## src/rtl/usbfs_serial_reg_bridge.sv

```systemverilog
// Byte-stream to register-bus bridge behind the USB full-speed serial block.
// Host sends cmd (bit7 write, low bits addr), LEN, then LEN+1 data bytes on a
// write; a read returns LEN+1 register bytes on the device-to-host stream.
// Ports:
//   i_clk, i_rst                  clock, async active-high reset
//   i_hostToDev_valid/data        host byte stream in
//   o_hostToDev_ready             bridge accepts host byte
//   o_devToHost_valid/data        response byte stream out
//   i_devToHost_ready             serial block accepts response byte
//   o_bus_addr/wrEn/wrData/rdEn   single-cycle register bus
//   i_bus_rdData                  read data, valid the cycle after rdEn
//   o_busy, o_timeout             not idle / one-cycle abort pulse
module usbfs_serial_reg_bridge #(
    parameter int ADDR_W         = 7,
    parameter int TIMEOUT_CYCLES = 4800000
) (
    input  logic              i_clk,
    input  logic              i_rst,
    input  logic              i_hostToDev_valid,
    input  logic [7:0]        i_hostToDev_data,
    output logic              o_hostToDev_ready,
    output logic              o_devToHost_valid,
    output logic [7:0]        o_devToHost_data,
    input  logic              i_devToHost_ready,
    output logic [ADDR_W-1:0] o_bus_addr,
    output logic              o_bus_wrEn,
    output logic [7:0]        o_bus_wrData,
    output logic              o_bus_rdEn,
    input  logic [7:0]        i_bus_rdData,
    output logic              o_busy,
    output logic              o_timeout
);

    localparam int IDLE_W = $clog2(TIMEOUT_CYCLES);
    localparam logic [IDLE_W-1:0] IDLE_LAST = IDLE_W'(TIMEOUT_CYCLES - 1);

    localparam logic [2:0] S_IDLE    = 3'd0;
    localparam logic [2:0] S_LEN     = 3'd1;
    localparam logic [2:0] S_WR      = 3'd2;
    localparam logic [2:0] S_RD_REQ  = 3'd3;
    localparam logic [2:0] S_RD_CAP  = 3'd4;
    localparam logic [2:0] S_RD_RESP = 3'd5;

    logic [2:0]        state;
    logic [ADDR_W-1:0] addr;
    logic [7:0]        count;
    logic              isWrite;
    logic [IDLE_W-1:0] idleCnt;
    logic              hostAccept;
    logic              devAccept;
    logic              idleExpired;

    // Ready is a pure function of state, forced low while reset is held.
    assign o_hostToDev_ready = !i_rst &&
        (state == S_IDLE || state == S_LEN || state == S_WR);
    assign hostAccept  = i_hostToDev_valid && o_hostToDev_ready;
    assign devAccept   = o_devToHost_valid && i_devToHost_ready;
    assign idleExpired = (idleCnt == IDLE_LAST);
    assign o_busy      = (state != S_IDLE);

    always_ff @(posedge i_clk or posedge i_rst) begin
        if (i_rst) begin
            state             <= S_IDLE;
            addr              <= '0;
            count             <= '0;
            isWrite           <= 1'b0;
            idleCnt           <= '0;
            o_devToHost_valid <= 1'b0;
            o_devToHost_data  <= '0;
            o_bus_addr        <= '0;
            o_bus_wrEn        <= 1'b0;
            o_bus_wrData      <= '0;
            o_bus_rdEn        <= 1'b0;
            o_timeout         <= 1'b0;
        end else begin
            o_bus_wrEn <= 1'b0;
            o_bus_rdEn <= 1'b0;
            o_timeout  <= 1'b0;
            unique case (state)
                S_IDLE: begin
                    idleCnt <= '0;
                    if (hostAccept) begin
                        isWrite <= i_hostToDev_data[7];
                        addr    <= i_hostToDev_data[ADDR_W-1:0];
                        state   <= S_LEN;
                    end
                end
                S_LEN: begin
                    if (hostAccept) begin
                        count   <= i_hostToDev_data;
                        idleCnt <= '0;
                        if (isWrite) begin
                            state <= S_WR;
                        end else begin
                            // Strobe is registered so it lines up with RD_REQ.
                            state      <= S_RD_REQ;
                            o_bus_rdEn <= 1'b1;
                            o_bus_addr <= addr;
                        end
                    end else if (idleExpired) begin
                        state     <= S_IDLE;
                        o_timeout <= 1'b1;
                        idleCnt   <= '0;
                    end else begin
                        idleCnt <= idleCnt + 1'b1;
                    end
                end
                S_WR: begin
                    if (hostAccept) begin
                        o_bus_wrEn   <= 1'b1;
                        o_bus_addr   <= addr;
                        o_bus_wrData <= i_hostToDev_data;
                        addr         <= addr + 1'b1;
                        idleCnt      <= '0;
                        if (count == 8'd0) state <= S_IDLE;
                        else count <= count - 1'b1;
                    end else if (idleExpired) begin
                        state     <= S_IDLE;
                        o_timeout <= 1'b1;
                        idleCnt   <= '0;
                    end else begin
                        idleCnt <= idleCnt + 1'b1;
                    end
                end
                S_RD_REQ: begin
                    state <= S_RD_CAP;
                end
                S_RD_CAP: begin
                    o_devToHost_data  <= i_bus_rdData;
                    o_devToHost_valid <= 1'b1;
                    state             <= S_RD_RESP;
                end
                S_RD_RESP: begin
                    if (devAccept) begin
                        o_devToHost_valid <= 1'b0;
                        addr              <= addr + 1'b1;
                        if (count == 8'd0) begin
                            state <= S_IDLE;
                        end else begin
                            count      <= count - 1'b1;
                            state      <= S_RD_REQ;
                            o_bus_rdEn <= 1'b1;
                            o_bus_addr <= addr + 1'b1;
                        end
                    end
                end
                default: begin
                    state <= S_IDLE;
                end
            endcase
        end
    end

endmodule
```

## config.mk

```make
export PLATFORM = sky130hd
export DESIGN_NAME = usbfs_serial_reg_bridge
export DESIGN_NICKNAME = d
export VERILOG_FILES = /design/src/rtl/usbfs_serial_reg_bridge.sv
export SDC_FILE = /design/constraint.sdc
export NUM_CORES = 1
export LEC_CHECK = 0
export CAP_MARGIN = 25
export CORE_UTILIZATION = 55
export DETAILED_ROUTE_END_ITERATION = 16
export PLACE_DENSITY = 0.77
export SETUP_SLACK_MARGIN = 0.1
export SYNTH_ARGS = -nofsm -noshare
export SYNTH_HDL_FRONTEND = slang
export SYNTH_SLANG_ARGS = --single-unit
```

## constraint.sdc

```tcl
create_clock -name i_clk -period 4.9 [get_ports i_clk]
set_input_delay 0.98 -clock i_clk [delete_from_list [all_inputs] [get_ports i_clk]]
set_output_delay 0.98 -clock i_clk [all_outputs]
set_load 0.02 [all_outputs]
```

==> flow_results.xml <==
<?xml version="1.0" encoding="UTF-8"?>
<metrics>
  <group name="status">
    <metric name="result_of_the_run" unit="">complete, but fails checks</metric>
    <metric name="failed_checks" unit="">DRC</metric>
  </group>
  <group name="placed_design">
    <metric name="place_ws" unit="ps">1600</metric>
    <metric name="portBuffers" unit="">48</metric>
    <metric name="gp_congestion" unit="">0.812</metric>
    <metric name="dpl.hpwl" unit="um">5840</metric>
  </group>
  <group name="clock_network">
    <metric name="clock_tree.root_cell" unit="">clkbuf_8</metric>
    <metric name="cts.clk_slew.worst_paths" unit="ps">70</metric>
    <metric name="clock_insertion_delay_worst_skew" unit="ps">350</metric>
    <metric name="holdBufCountCts" unit="">0</metric>
    <metric name="cts_inserted_buffers" unit="">9</metric>
    <metric name="clockBufferDepth" unit="">2</metric>
    <metric name="cts_h_tree_depth" unit="">3</metric>
    <metric name="cts_num_sinks" unit="">69</metric>
    <metric name="cts_resized" unit="">0</metric>
    <metric name="cts.repair_timing.setup_buffer_count" unit="">0</metric>
    <metric name="tritoncts" unit="">yes</metric>
  </group>
  <group name="sta">
    <metric name="min_period" unit="ps">3180</metric>
    <metric name="postLayoutSetupSlackWorst" unit="ps">1720</metric>
    <metric name="total_negative_setup_slack" unit="ps">0</metric>
    <metric name="finalCritPeriodShare" unit="%">64.8</metric>
    <metric name="timing.final.hold_violations" unit="">0</metric>
    <metric name="grt_setup_unrepaired" unit="">false</metric>
    <metric name="final-setup-viol-count" unit="">0</metric>
    <metric name="slew-limit-headroom" unit="%">27.3</metric>
    <metric name="max_freq" unit="GHz">0.315</metric>
    <metric name="timing.final.max_slew_violations" unit="">0</metric>
    <metric name="worst_slew_pin_tran" unit="ps">1090</metric>
    <metric name="clock-skew-final" unit="ps">9.76</metric>
  </group>
  <group name="synth">
    <metric name="synth.most_common_cell" unit="">dfrtp_1</metric>
    <metric name="syn_area_per_cell" unit="um2">9.61</metric>
    <metric name="syn-instance-count" unit="">388</metric>
    <metric name="synth_cell_type_count" unit="">61</metric>
    <metric name="syn_area" unit="um2">3730</metric>
    <metric name="synth_edf_count" unit="">0</metric>
    <metric name="yosys_warnings" unit="">0</metric>
    <metric name="netlist_top_cells_area" unit="">dfrtp_1 (46%), mux2_2 (6.3%), nand2_1 (4.6%)</metric>
    <metric name="synth_top_area_share" unit="%">46.3</metric>
    <metric name="synth_nets" unit="">411</metric>
    <metric name="synth_seq_cells" unit="">69</metric>
    <metric name="synth_top_cells_by_count" unit="">dfrtp_1 (69), nand2_1 (46), nor2_1 (33), o21ai_0 (25), mux2_2 (21)</metric>
    <metric name="dominantRegCellSynth" unit="">dfrtp_1</metric>
    <metric name="yosys.area.top_type" unit="">dfrtp_1</metric>
    <metric name="async_flop_share" unit="%">100</metric>
    <metric name="synth-seq-area-share" unit="%">46.3</metric>
  </group>
  <group name="worst_setup_path">
    <metric name="critical_path.max_fanout" unit="">17</metric>
    <metric name="worstSetupPathType" unit="">reg2out</metric>
    <metric name="crit_path_start_kind" unit="">register</metric>
    <metric name="cell_count_of_the_worst_reg_to_reg_path" unit="">5</metric>
    <metric name="worst_ep_arrival_time" unit="ps">2200</metric>
    <metric name="critPathRequiredTime" unit="ps">3920</metric>
    <metric name="crit_path_end_kind" unit="">output port</metric>
  </group>
  <group name="power_and_ir_drop">
    <metric name="power_switching" unit="W">0.00110</metric>
    <metric name="cellLeakagePower" unit="nW">1.85</metric>
    <metric name="combinational_group_share_of_total_power" unit="%">47.3</metric>
    <metric name="p_int" unit="W">0.00158</metric>
    <metric name="netSwitchingFraction" unit="%">41.2</metric>
    <metric name="power.sequential.fraction" unit="%">35.6</metric>
    <metric name="power_density_over_cell_area" unit="nW/um2">605</metric>
    <metric name="vdd_drop_max" unit="uV">340</metric>
    <metric name="clkPwrFrac" unit="%">17.0</metric>
  </group>
  <group name="floorplanning">
    <metric name="initial_utilization" unit="%">57.7</metric>
    <metric name="die_w" unit="um">84.3</metric>
    <metric name="dieHeight" unit="um">84.3</metric>
    <metric name="fp.coreArea" unit="um2">6460</metric>
    <metric name="placement_row_count" unit="">29</metric>
    <metric name="design.portCount" unit="">49</metric>
    <metric name="fp.dieArea" unit="um2">7110</metric>
  </group>
  <group name="routing">
    <metric name="wl_per_cell" unit="um">16.3</metric>
    <metric name="drt_iter0_markers" unit="">221</metric>
    <metric name="viasPerCell" unit="">6.15</metric>
    <metric name="wl" unit="um">8360</metric>
    <metric name="drt_pre_antenna_iters" unit="">10</metric>
    <metric name="drt.antenna.violating_nets" unit="">0</metric>
    <metric name="vias" unit="">3149</metric>
    <metric name="drc_errors" unit="">6</metric>
  </group>
  <group name="global_routing">
    <metric name="global_routing_usage_summed_across_all_routing_layers" unit="%">26.4</metric>
    <metric name="number_of_antenna_violations_at_the_first_check_in_global_routing" unit="">0</metric>
    <metric name="grt_overflow_total" unit="">0</metric>
    <metric name="grt_max_degree" unit="">37</metric>
    <metric name="grt_pass1_wl" unit="um">14900</metric>
    <metric name="number_of_global_route_vias_before_repair" unit="">3096</metric>
  </group>
  <group name="final_layout">
    <metric name="final.fill_count" unit="">525</metric>
    <metric name="share_of_layout_cells_above_drive_strength_1" unit="%">12.0</metric>
    <metric name="diodes" unit="">0</metric>
    <metric name="area_added_between_synthesis_and_finish" unit="%">18.9</metric>
    <metric name="nets" unit="">456</metric>
  </group>
  <group name="worst_hold_path">
    <metric name="whs_path_depth" unit="">2</metric>
    <metric name="min-delay-path-class" unit="">reg2reg</metric>
  </group>
  <group name="job">
    <metric name="max-cap-violations" unit="">0</metric>
  </group>
</metrics>
==> logic make-up (layout without fill, tap and decap cells) <==
logic type | Yosys count | in the layout | share of synthesized area (%)
adders and majority gates | 3 | 3 | 1.01
AOI/OAI and AO/OA | 96 | 96 | 16.6
DFF | 69 | 69 | 46.3
xor gates and xnor gates | 13 | 13 | 3.05
and+or+nand+nor | 159 | 159 | 23.1
muxes | 21 | 21 | 6.34
buffers and inverters | 27 | 74 | 3.56
==> metrics by stage <==
stage	power [W]	area (um2)	util, %	cells	hold slack (ps)
detailed placement	0.00222	4240	65.7	499	481
floorplan	0.00183	3730	-	388	479
finish	0.00268	4430	68.6	512	494
global placement	0.00217	4220	65.4	498	459
global route	0.00287	4430	68.6	512	519
CTS	0.00268	4430	68.6	512	497
==> placed cells by master, fill, tap and decap left out, types with 3 or more instances in the layout <==
master	synthesis	layout
and3_1	7	7
a22o_1	3	3
or3_1	3	3
xnor2_1	7	7
ha_1	3	3
nand2b_1	6	6
nor2b_1	3	3
clkdlybuf4s50_1	0	48
dfrtp_1	69	69
inv_1	10	9
nand4_1	7	7
a31oi_1	16	16
nor3b_1	3	3
xor2_1	6	6
a21oi_1	17	17
o22a_1	4	4
o22ai_1	4	4
nand3_1	17	17
nand2_1	46	46
clkbuf_8	0	11
mux2_2	21	21
nor2_2	3	3
a22oi_1	4	4
o21ai_0	25	25
a21boi_0	3	3
nor3_1	9	9
nor2_1	33	33
==> final timing paths <==
path	startpoint	to	slack, ps
worst min register to register	o_bus_wrData[1]	o_bus_wrData[1]	490
worst max register to register	state[0]	idleCnt[2]	2500
max in group asynchronous	i_rst	o_bus_wrData[7]	3170
worst min-delay path	o_bus_wrData[1]	o_bus_wrData[1]	490
worst max-delay path	state[2]	o_hostToDev_ready	1720
min in group asynchronous	i_rst	isWrite	990
==> power groups by stage <==
stage                     clock network (W)  logic [W]  registers, W
after CTS                          0.000464    0.00127      0.000951
final                              0.000456    0.00127      0.000955
after global routing               0.000490    0.00139      0.000989
after floorplan                           0   0.000813       0.00102
after global placement                    0    0.00122      0.000947
after detailed placement                  0    0.00126      0.000960
==> state kept, by name, indices dropped and copies added (netlist names) <==
signal / count
o_bus_rdEn: 1
o_devToHost_valid: 1
o_bus_addr: 7
isWrite: 1
addr: 7
o_devToHost_data: 8
idleCnt: 23
count: 8
o_bus_wrData: 8
o_timeout: 1
o_bus_wrEn: 1
state: 3
==> cell type report <==
| cell class | count | area [um2] | share of cell area (%) |
|---|---|---|---|
| well taps | 77 | 96.3 | 2.17 |
| repair buffers | 51 | 515 | 11.6 |
| flip-flops and latches | 69 | 1730 | 39.0 |
| inverters | 10 | 37.5 | 0.847 |
| clock buffers | 11 | 151 | 3.42 |
| clock inverters | 2 | 35.0 | 0.791 |
| multi-input cells | 292 | 1870 | 42.2 |
==> critical path, cell delays in order (launching register included) <==
cell	delay, ps
dfrtp_1	550
inv_1	250
nand2_2	270
nor2_1	160
clkdlybuf4s50_1	610
==> per-layer routing <==
metal | up-vias | GRT usage (%) | wire length (um)
met5 | - | 0 | 0
met4 | 0 | 9.25 | 119
met3 | 11 | 4.42 | 419
met2 | 92 | 40.2 | 3860
met1 | 1547 | 38.3 | 3960
li1 | 1499 | - | -
Power figures use the tool's default switching activity.
